File: src/rtl/dla_reset_sequencer.sv
// dla_reset_sequencer
//   Ordered reset-release controller for the DLA downstream domains.
//   All stage resets are held for HOLD_CYCLES. Stages are then released one
//   at a time, lowest index first. Each later stage is released GAP_CYCLES
//   after the previous stage acknowledges. A stage that never acknowledges
//   is forced through after TIMEOUT_CYCLES, and o_timeout_err is set.
//   A soft reset request restarts the whole sequence.
// Ports
//   clk             sole clock
//   i_async_reset   async active-high reset (deassertion pre-synchronized)
//   i_sw_reset_req  soft-reset request, level-sampled
//   i_stage_ack     per-stage out-of-reset acknowledge (clk domain)
//   o_stage_resetn  active-low per-stage reset, registered
//   o_busy          sequence in progress
//   o_done          all stages released
//   o_timeout_err   sticky: a stage timed out in the current sequence
module dla_reset_sequencer #(
  parameter int NUM_STAGES     = 4,
  parameter int HOLD_CYCLES    = 16,
  parameter int GAP_CYCLES     = 8,
  parameter int TIMEOUT_CYCLES = 64
) (
  input  logic                  clk,
  input  logic                  i_async_reset,
  input  logic                  i_sw_reset_req,
  input  logic [NUM_STAGES-1:0] i_stage_ack,
  output logic [NUM_STAGES-1:0] o_stage_resetn,
  output logic                  o_busy,
  output logic                  o_done,
  output logic                  o_timeout_err
);

  localparam int MAXC = (HOLD_CYCLES > GAP_CYCLES) ?
                        ((HOLD_CYCLES > TIMEOUT_CYCLES) ? HOLD_CYCLES : TIMEOUT_CYCLES) :
                        ((GAP_CYCLES  > TIMEOUT_CYCLES) ? GAP_CYCLES  : TIMEOUT_CYCLES);
  localparam int CW = $clog2(MAXC) + 1;
  localparam int IW = (NUM_STAGES > 1) ? $clog2(NUM_STAGES) : 1;

  localparam logic [CW-1:0] HOLD_LAST = CW'(HOLD_CYCLES - 1);
  localparam logic [CW-1:0] GAP_LAST  = CW'(GAP_CYCLES - 1);
  localparam logic [CW-1:0] TMO_LAST  = CW'(TIMEOUT_CYCLES - 1);
  localparam logic [IW-1:0] IDX_LAST  = IW'(NUM_STAGES - 1);

  typedef enum logic [1:0] {S_HOLD, S_WAIT_ACK, S_GAP, S_DONE} state_t;

  state_t                r_state, w_state_nxt;
  logic [CW-1:0]         r_cnt,   w_cnt_nxt;
  logic [IW-1:0]         r_idx,   w_idx_nxt;
  logic [NUM_STAGES-1:0] r_rstn,  w_rstn_nxt;
  logic                  r_busy,  w_busy_nxt;
  logic                  r_done,  w_done_nxt;
  logic                  r_err,   w_err_nxt;
  logic                  w_ack;
  logic                  w_release;  // release stage w_idx_nxt on this edge
  logic                  w_tmo;      // current stage forced through by timeout
  logic                  w_finish;   // last stage completed on this edge

  // Only the stage being served is looked at.
  assign w_ack = i_stage_ack[r_idx];

  // State register
  always_ff @(posedge clk or posedge i_async_reset) begin
    if (i_async_reset) begin
      r_state <= S_HOLD;
      r_cnt   <= '0;
      r_idx   <= '0;
      r_rstn  <= '0;
      r_busy  <= 1'b1;
      r_done  <= 1'b0;
      r_err   <= 1'b0;
    end else begin
      r_state <= w_state_nxt;
      r_cnt   <= w_cnt_nxt;
      r_idx   <= w_idx_nxt;
      r_rstn  <= w_rstn_nxt;
      r_busy  <= w_busy_nxt;
      r_done  <= w_done_nxt;
      r_err   <= w_err_nxt;
    end
  end

  // Next-state logic
  always_comb begin
    w_state_nxt = r_state;
    w_cnt_nxt   = r_cnt;
    w_idx_nxt   = r_idx;
    w_release   = 1'b0;
    w_tmo       = 1'b0;
    w_finish    = 1'b0;
    if (i_sw_reset_req) begin
      // Held request pins the block in HOLD with cnt=0.
      w_state_nxt = S_HOLD;
      w_cnt_nxt   = '0;
      w_idx_nxt   = '0;
    end else begin
      case (r_state)
        S_HOLD: begin
          if (r_cnt == HOLD_LAST) begin
            w_state_nxt = S_WAIT_ACK;
            w_cnt_nxt   = '0;
            w_release   = 1'b1;
          end else begin
            w_cnt_nxt = r_cnt + CW'(1);
          end
        end
        S_WAIT_ACK: begin
          // Ack beats a coincident timeout, so no error in that case.
          if (w_ack || (r_cnt == TMO_LAST)) begin
            w_tmo     = !w_ack;
            w_cnt_nxt = '0;
            if (r_idx == IDX_LAST) begin
              w_state_nxt = S_DONE;
              w_finish    = 1'b1;
            end else begin
              w_state_nxt = S_GAP;
            end
          end else begin
            w_cnt_nxt = r_cnt + CW'(1);
          end
        end
        S_GAP: begin
          if (r_cnt == GAP_LAST) begin
            w_state_nxt = S_WAIT_ACK;
            w_cnt_nxt   = '0;
            w_idx_nxt   = r_idx + IW'(1);
            w_release   = 1'b1;
          end else begin
            w_cnt_nxt = r_cnt + CW'(1);
          end
        end
        default: ;  // S_DONE holds
      endcase
    end
  end

  // Output logic: next values of the registered outputs
  always_comb begin
    w_rstn_nxt = r_rstn;
    w_busy_nxt = r_busy;
    w_done_nxt = r_done;
    w_err_nxt  = r_err;
    if (i_sw_reset_req) begin
      w_rstn_nxt = '0;
      w_busy_nxt = 1'b1;
      w_done_nxt = 1'b0;
      w_err_nxt  = 1'b0;
    end else begin
      if (w_release) w_rstn_nxt[w_idx_nxt] = 1'b1;
      if (w_tmo)     w_err_nxt = 1'b1;
      if (w_finish) begin
        w_done_nxt = 1'b1;
        w_busy_nxt = 1'b0;
      end
    end
  end

  assign o_stage_resetn = r_rstn;
  assign o_busy         = r_busy;
  assign o_done         = r_done;
  assign o_timeout_err  = r_err;

endmodule
File: config.mk
export PLATFORM = sky130hd
export DESIGN_NAME = dla_reset_sequencer
export DESIGN_NICKNAME = d
export VERILOG_FILES = /design/src/rtl/dla_reset_sequencer.sv
export SDC_FILE = /design/constraint.sdc
export NUM_CORES = 1
export LEC_CHECK = 0
export BUFFER_PORTS_ARGS = -buffer_cell sky130_fd_sc_hd__buf_2
export CAP_MARGIN = 20
export CORE_ASPECT_RATIO = 0.9
export CORE_MARGIN = 2
export CORE_UTILIZATION = 60
export CTS_CLUSTER_DIAMETER = 80
export DETAILED_ROUTE_END_ITERATION = 8
export PLACE_DENSITY = 0.82
export SETUP_SLACK_MARGIN = 0.15
export SYNTH_ARGS = -nofsm -noshare
export SYNTH_HDL_FRONTEND = slang
export SYNTH_SLANG_ARGS = --single-unit
File: constraint.sdc
create_clock -name clk -period 4.7 [get_ports clk]
set_input_delay 0.705 -clock clk [delete_from_list [all_inputs] [get_ports clk]]
set_output_delay 0.705 -clock clk [all_outputs]
set_load 0.005 [all_outputs]
==> results.py, run 1 <==
metrics = {
    "die": {
        "die_y_um": 44.9,
        "ioPinCount": 14,
        "rows": 14,
        "core-area_mm2": 0.00172,
        "initial_core_util_pct": 64.9,
        "die_w_um": 49.4,
        "die-area_mm2": 0.00222,
    },
    "cts": {
        "clock-root-buffer": "clkbuf_4",
        "numClockSinks": 18,
        "ctsHoldBuffers": 0,
        "cts_tree": "done",
        "cts.path.max_buffers": 2,
        "cts_buffers": 3,
        "cts_setup_buffers": 0,
        "clkLatencyLatePin_ns": 0.30,
        "cts_resized": 0,
        "htreeDepth": 1,
        "cts.reportedPaths.clkPinSlew_ns": 0.10,
    },
    "worst_setup_path": {
        "ff2ff_setup_slack_ns": 2.68,
        "regToRegEndpoint": "r_cnt[6]$_DFFE_PP0P_",
        "cp.arrival_ns": 2.21,
        "critical_path_required_ns": 4.89,
        "regToRegStartpoint": "r_state[1]$_DFFE_PP0P_",
        "setup.worst_path.class": "reg2reg",
        "path_max_fanout": 8,
        "rr_worst_depth": 7,
        "cp-end-kind": "flop",
        "cp-start-kind": "flop",
    },
    "sta": {
        "final-max-slew-violation-count": 0,
        "fin_worst_skew_ns": 0.00745,
        "setup_ws_ns": 2.68,
        "setup_violations": 0,
        "worst_pin_slew_ns": 0.690,
        "slew_headroom_pct": 53.9,
        "period_share_pct": 43.1,
        "hold_viol": 0,
        "fin_tns_setup_ns": 0,
        "max_freq_mhz": 494,
        "rsz0062_at_grt": "false",
        "post-route-min-period_ns": 2.02,
    },
    "logic_synthesis": {
        "yosysMostFrequentCell": "dfrtp_1",
        "synth_xor_xnor_area_share_pct": 1.57,
        "synthCells": 118,
        "ys_types": 44,
        "synth_top_family_by_area": "simple AND/OR/NAND/NOR gates",
        "synth_top_cell_area_share_pct": 38.2,
        "yosysTopAreaCell": "dfrtp_1",
        "ys_ff_latch": 18,
        "syn_area_mm2": 0.00111,
        "synth_ff_type": "dfrtp_1",
        "synth_common_cells": "17 x dfrtp_1, 14 x nand2_1, 10 x nor2_1",
        "synth_mux_area_share_pct": 4.72,
        "synth_area_leaders": "dfrtp_1 38%, ha_1 5.6%, nand2_1 4.7%",
        "synth_compound_area_share_pct": 20.0,
        "avgSynthCellArea_um2": 9.44,
        "yosysWarnings": 0,
        "synth-async-reset-ratio_pct": 100,
        "synth_edf_count": 0,
        "syn_nets": 130,
        "synth_fa_ha_area_share_pct": 5.62,
        "ys_seq_area_share_pct": 40.6,
        "yosys.area_share.simple_pct": 20.9,
    },
    "global_routing": {
        "grt_first_pass_wirelength_um": 4020,
        "grt-ovfl-total": 0,
        "grt_start_max_net_pins": 19,
        "grt_pass1_vias": 897,
        "antenna_found_initial": 0,
        "grt.total_usage_pct": 23.9,
    },
    "power": {
        "leakage_nw": 0.598,
        "ir_worst_vdd_mv": 0.227,
        "p_clk_share_pct": 16.9,
        "powerDensity_mw_per_mm2": 404,
        "power_w": 0.000479,
        "power_frac_seq_pct": 38.2,
        "combPwrFrac_pct": 44.9,
        "p_int_w": 0.000286,
        "switching_share_pct": 40.3,
        "p_switching_w": 0.000193,
    },
    "min_path": {
        "hold_end": "o_busy$_DFFE_PP1P_",
        "min_from": "o_busy$_DFFE_PP1P_",
        "whs_path_depth": 2,
        "min_path_type": "reg2reg",
    },
    "drt": {
        "drt_wl_total_um": 2210,
        "top_layer": "met4",
        "routedWlPerCell_um": 14.5,
        "wirelength_met1_um": 1090,
        "via_per_inst": 6.05,
        "drtIter0Drc": 28,
        "drt_first_pass_iters": 4,
        "via_count": 925,
        "ant_nets": 0,
        "drc": 0,
        "met2_length_um": 996,
        "dr_wl_met3_um": 84,
    },
    "cells_and_area": {
        "antenna_cells": 0,
        "area_growth_pct": 6.63,
        "drive_gt1_share_pct": 20.2,
        "nets": 142,
        "fin_area_mm2": 0.00119,
    },
    "placed_design": {
        "place_congestion": 0.900,
        "hpwl_um": 1580,
        "dp_slack_ns": 2.50,
        "dpl-instance-area_mm2": 0.00116,
        "portBuffers": 13,
    },
    "run": {
        "drv_cap": 0,
    },
    "status": {
        "status": "finished clean",
    },
}
[worst max-delay path, stage by stage (launching register included)]
cell	delay [ns]
dfrtp_1	0.40
inv_1	0.09
ha_1	0.45
xor2_1	0.17
a311oi_1	0.12
a31oi_2	0.34
nor2_1	0.08
a22o_2	0.27
[power groups by stage]
| stage | clock network (W) | registers (W) | logic (W) |
|---|---|---|---|
| 2_1_floorplan | 0 | 0.000183 | 0.000211 |
| 3_3_place_gp | 0 | 0.000186 | 0.000204 |
| 3_5_place_dp | 0 | 0.000186 | 0.000209 |
| 4_1_cts | 0.0000820 | 0.000183 | 0.000211 |
| 5_1_grt | 0.0000922 | 0.000186 | 0.000239 |
| 6_report | 0.0000811 | 0.000183 | 0.000215 |
[logic make-up (layout without fill, tap and decap cells)]
group / count (synthesis) / after routing
adder cells (fa/ha/maj): 5 / 5
AO/OA/AOI/OAI: 29 / 29
buffers and inverters: 13 / 24
XOR/XNOR: 2 / 2
AND/OR/NAND/NOR: 47 / 47
multiplexers: 4 / 4
flip-flops: 18 / 18
[routing by layer]
layer,global-route usage [%],vias up
met5,0,-
met3,3.97,5
met1,30.9,445
met2,40.8,26
li1,-,449
met4,10.0,0
[final cells by class]
| class | instances | area [um2] |
|---|---|---|
| multi-input combinational | 87 | 588 |
| fill | 154 | 529 |
| sequential | 18 | 452 |
| timing repair buffer | 13 | 65.1 |
| tap | 24 | 30.0 |
| clock buffer | 4 | 26.3 |
| inverter | 7 | 26.3 |
[stage by stage]
| stage | hold slack (ns) | utilization, % | instances |
|---|---|---|---|
| detailed placement | 0.462 | 67.6 | 149 |
| floorplan | 0.448 | - | 118 |
| global route | 0.498 | 69.2 | 153 |
| CTS | 0.483 | 69.2 | 153 |
| finish | 0.479 | 69.2 | 153 |
| global placement | 0.449 | 67.6 | 149 |
[worst max path at each step]
stage / from / end / slack [ns]
2_1_floorplan: i_stage_ack[3] / r_state[1]$_DFFE_PP0P_ / 2.69
3_3_place_gp: i_stage_ack[3] / r_state[1]$_DFFE_PP0P_ / 2.52
3_5_place_dp: i_stage_ack[3] / r_state[1]$_DFFE_PP0P_ / 2.50
4_1_cts: r_state[1]$_DFFE_PP0P_ / r_cnt[6]$_DFFE_PP0P_ / 2.71
5_1_grt: r_state[1]$_DFFE_PP0P_ / r_cnt[6]$_DFFE_PP0P_ / 2.52
6_report: r_state[1]$_DFFE_PP0P_ / r_cnt[6]$_DFFE_PP0P_ / 2.68
[flip-flops by register name, summed over array words and instances (netlist names)]
signal,cells
r_cnt,7
o_stage_resetn,4
o_done,1
r_state,2
r_idx,2
o_timeout_err,1
o_busy,1
[cells in the final DEF, fill, tap and decap left out, types with 2 or more instances in the layout]
master    instances
o41ai_1           2
nand2_1          14
dfrtp_1          17
nor3_1            6
o21ai_0           5
and3_1            3
a32o_1            2
clkbuf_4          3
xor2_1            2
nor2_1           10
nand3_1           3
inv_1             6
mux2i_1           3
ha_1              5
a21oi_1           5
buf_2            13
a22o_1            2
a21o_1            3
(Power assumes the default switching activity.)
==> run 2, diff against run 1 <==
--- a/config.mk
+++ b/config.mk
@@ -9,10 +9,10 @@
 export CAP_MARGIN = 20
 export CORE_ASPECT_RATIO = 0.9
 export CORE_MARGIN = 2
-export CORE_UTILIZATION = 60
+export CORE_UTILIZATION = 56
 export CTS_CLUSTER_DIAMETER = 80
 export DETAILED_ROUTE_END_ITERATION = 8
-export PLACE_DENSITY = 0.82
+export PLACE_DENSITY = 0.77
 export SETUP_SLACK_MARGIN = 0.15
 export SYNTH_ARGS = -nofsm -noshare
 export SYNTH_HDL_FRONTEND = slang
==> constraint.sdc (replaced) <==
create_clock -name clk -period 2.06 [get_ports clk]
set_input_delay 0.309 -clock clk [delete_from_list [all_inputs] [get_ports clk]]
set_output_delay 0.309 -clock clk [all_outputs]
set_load 0.005 [all_outputs]
==> run 2 against run 1 <==
  * Count of clock-buffer cells in the layout unchanged
  * Largest power group unchanged
  * Die area grew 6.5%
  * Final cell count up 5.2%
  * First-iteration DRC count up 21%
  * Combinational power rose to 3.2 times the previous value
  * Critical path type unchanged
==> results.py, run 2 (synthesis gave the netlist of run 1 again) <==
metrics = {
    "sta": {
        "slew_headroom_pct": 55.2,
        "final-max-slew-violation-count": 0,
        "fin_tns_setup_ns": 0,
        "setup_violations": 0,
        "period_share_pct": 91.1,
        "post-route-min-period_ns": 1.88,
        "rsz0062_at_grt": "false",
        "worst_pin_slew_ns": 0.672,
        "fin_worst_skew_ns": 0.00287,
        "max_freq_mhz": 533,
        "hold_viol": 0,
    },
    "worst_setup_path": {
        "cp-start-kind": "flop",
        "cp-end-kind": "flop",
        "cp.arrival_ns": 2.12,
        "ff2ff_setup_slack_ns": 0.18,
        "setup.worst_path.class": "reg2reg",
        "critical_path_required_ns": 2.30,
        "path_max_fanout": 8,
    },
    "cells_and_area": {
        "final_common_cell": "dfrtp_1",
        "antenna_cells": 0,
        "mostFrequentLayoutCells": "16 x dfrtp_1, 13 x nand2_1, 13 x buf_2",
        "drive_gt1_share_pct": 32.4,
        "largest_reg_flops": 7,
        "regMostFlops": "r_cnt",
        "area_growth_pct": 17.6,
        "nets": 149,
    },
    "global_routing": {
        "grt_first_pass_wirelength_um": 3750,
        "grt-ovfl-total": 0,
        "grt.total_usage_pct": 21.5,
        "antenna_found_initial": 0,
        "grt_pass1_vias": 836,
        "grt_start_max_net_pins": 19,
    },
    "die": {
        "core-area_mm2": 0.00190,
        "die_y_um": 46.3,
        "die-area_mm2": 0.00236,
        "die_w_um": 51.0,
        "ioPinCount": 14,
        "initial_core_util_pct": 58.7,
        "rows": 15,
    },
    "placed_design": {
        "hpwl_um": 1610,
        "place_congestion": 0.824,
        "portBuffers": 13,
    },
    "drt": {
        "drt_wl_total_um": 2500,
        "drtIter0Drc": 34,
        "drt_first_pass_iters": 5,
        "routedWlPerCell_um": 15.5,
        "drc": 0,
        "ant_nets": 0,
        "via_count": 1006,
        "via_per_inst": 6.25,
    },
    "power": {
        "powerDensity_mw_per_mm2": 1010,
        "leakage_nw": 0.645,
        "power_w": 0.00132,
        "ir_worst_vdd_mv": 0.859,
    },
    "status": {
        "status": "finished clean",
    },
    "cts": {
        "clock-root-buffer": "clkbuf_4",
        "cts_tree": "done",
        "numClockSinks": 18,
        "htreeDepth": 1,
        "cts_buffers": 3,
        "cts.path.max_buffers": 2,
        "clkLatencyLatePin_ns": 0.30,
        "cts.reportedPaths.clkPinSlew_ns": 0.10,
        "ctsHoldBuffers": 0,
    },
    "run": {
        "drv_cap": 0,
    },
    "min_path": {
        "min_path_type": "in2async",
    },
}
[run 2: critical path: stages (launching register included)]
cell and delay [ns]:
dfrtp_1 0.40, inv_1 0.13, ha_4 0.25, and2b_1 0.21, a311oi_2 0.34, a31oi_4 0.10
o21ai_0 0.22, a22o_2 0.18
[run 2: repair_timing]
action | in CTS | in global routing
buffers inserted | 2 | 3
setup endpoints to repair | 5 | 11
pin swaps | 0 | 1
resized for setup | 4 | 9
[run 2: worst paths after layout]
path | start | to | depth (start not counted)
min in group clk | i_sw_reset_req | o_done$_DFFE_PP0P_ | 2
worst min-delay path | i_async_reset | o_stage_resetn[1]$_DFFE_PP0P_ | 2
max in group asynchronous | i_async_reset | r_idx[0]$_DFF_PP0_ | 2
worst max-delay path | r_state[1]$_DFFE_PP0P_ | r_cnt[6]$_DFFE_PP0P_ | 7
worst max register to register | r_state[1]$_DFFE_PP0P_ | r_cnt[6]$_DFFE_PP0P_ | 7
worst min register to register | o_stage_resetn[3]$_DFFE_PP0P_ | o_stage_resetn[3]$_DFFE_PP0P_ | 2
[run 2: final cells by class]
type,count,area (um2)
clock buffer,4,36.3
fill,159,586
inverter,7,26.3
multi-input combinational,87,646
sequential,18,453
tap,25,31.3
timing repair buffer,20,118
[run 2: power by group]
part           internal, W  switching (W)  leakage (nW)
Sequential        0.000389      0.0000261         0.243
Combinational     0.000306       0.000379         0.380
Clock             0.000108       0.000115        0.0210
Total             0.000803       0.000520         0.645
[run 2: metal layers]
metal | wire length (um) | GRT usage [%] | up-vias
met4 | 84 | 8.11 | 0
li1 | - | - | 462
met5 | 0 | 0 | -
met1 | 1140 | 29.9 | 489
met3 | 123 | 1.95 | 11
met2 | 1150 | 35.3 | 44
[run 2: through the flow]
step                      setup slack [ns]  cells  area, um2  hold slack (ns)  util (%)
after global routing                 0.125    161       1310            0.153      69.1
after floorplan                      0.161    118       1110            0.247         -
after global placement               0.116    152       1180            0.433      62.1
after CTS                            0.163    158       1250            0.115      66.0
final                                0.184    161       1310           0.0883      69.1
after detailed placement            0.0642    152       1180            0.448      62.1
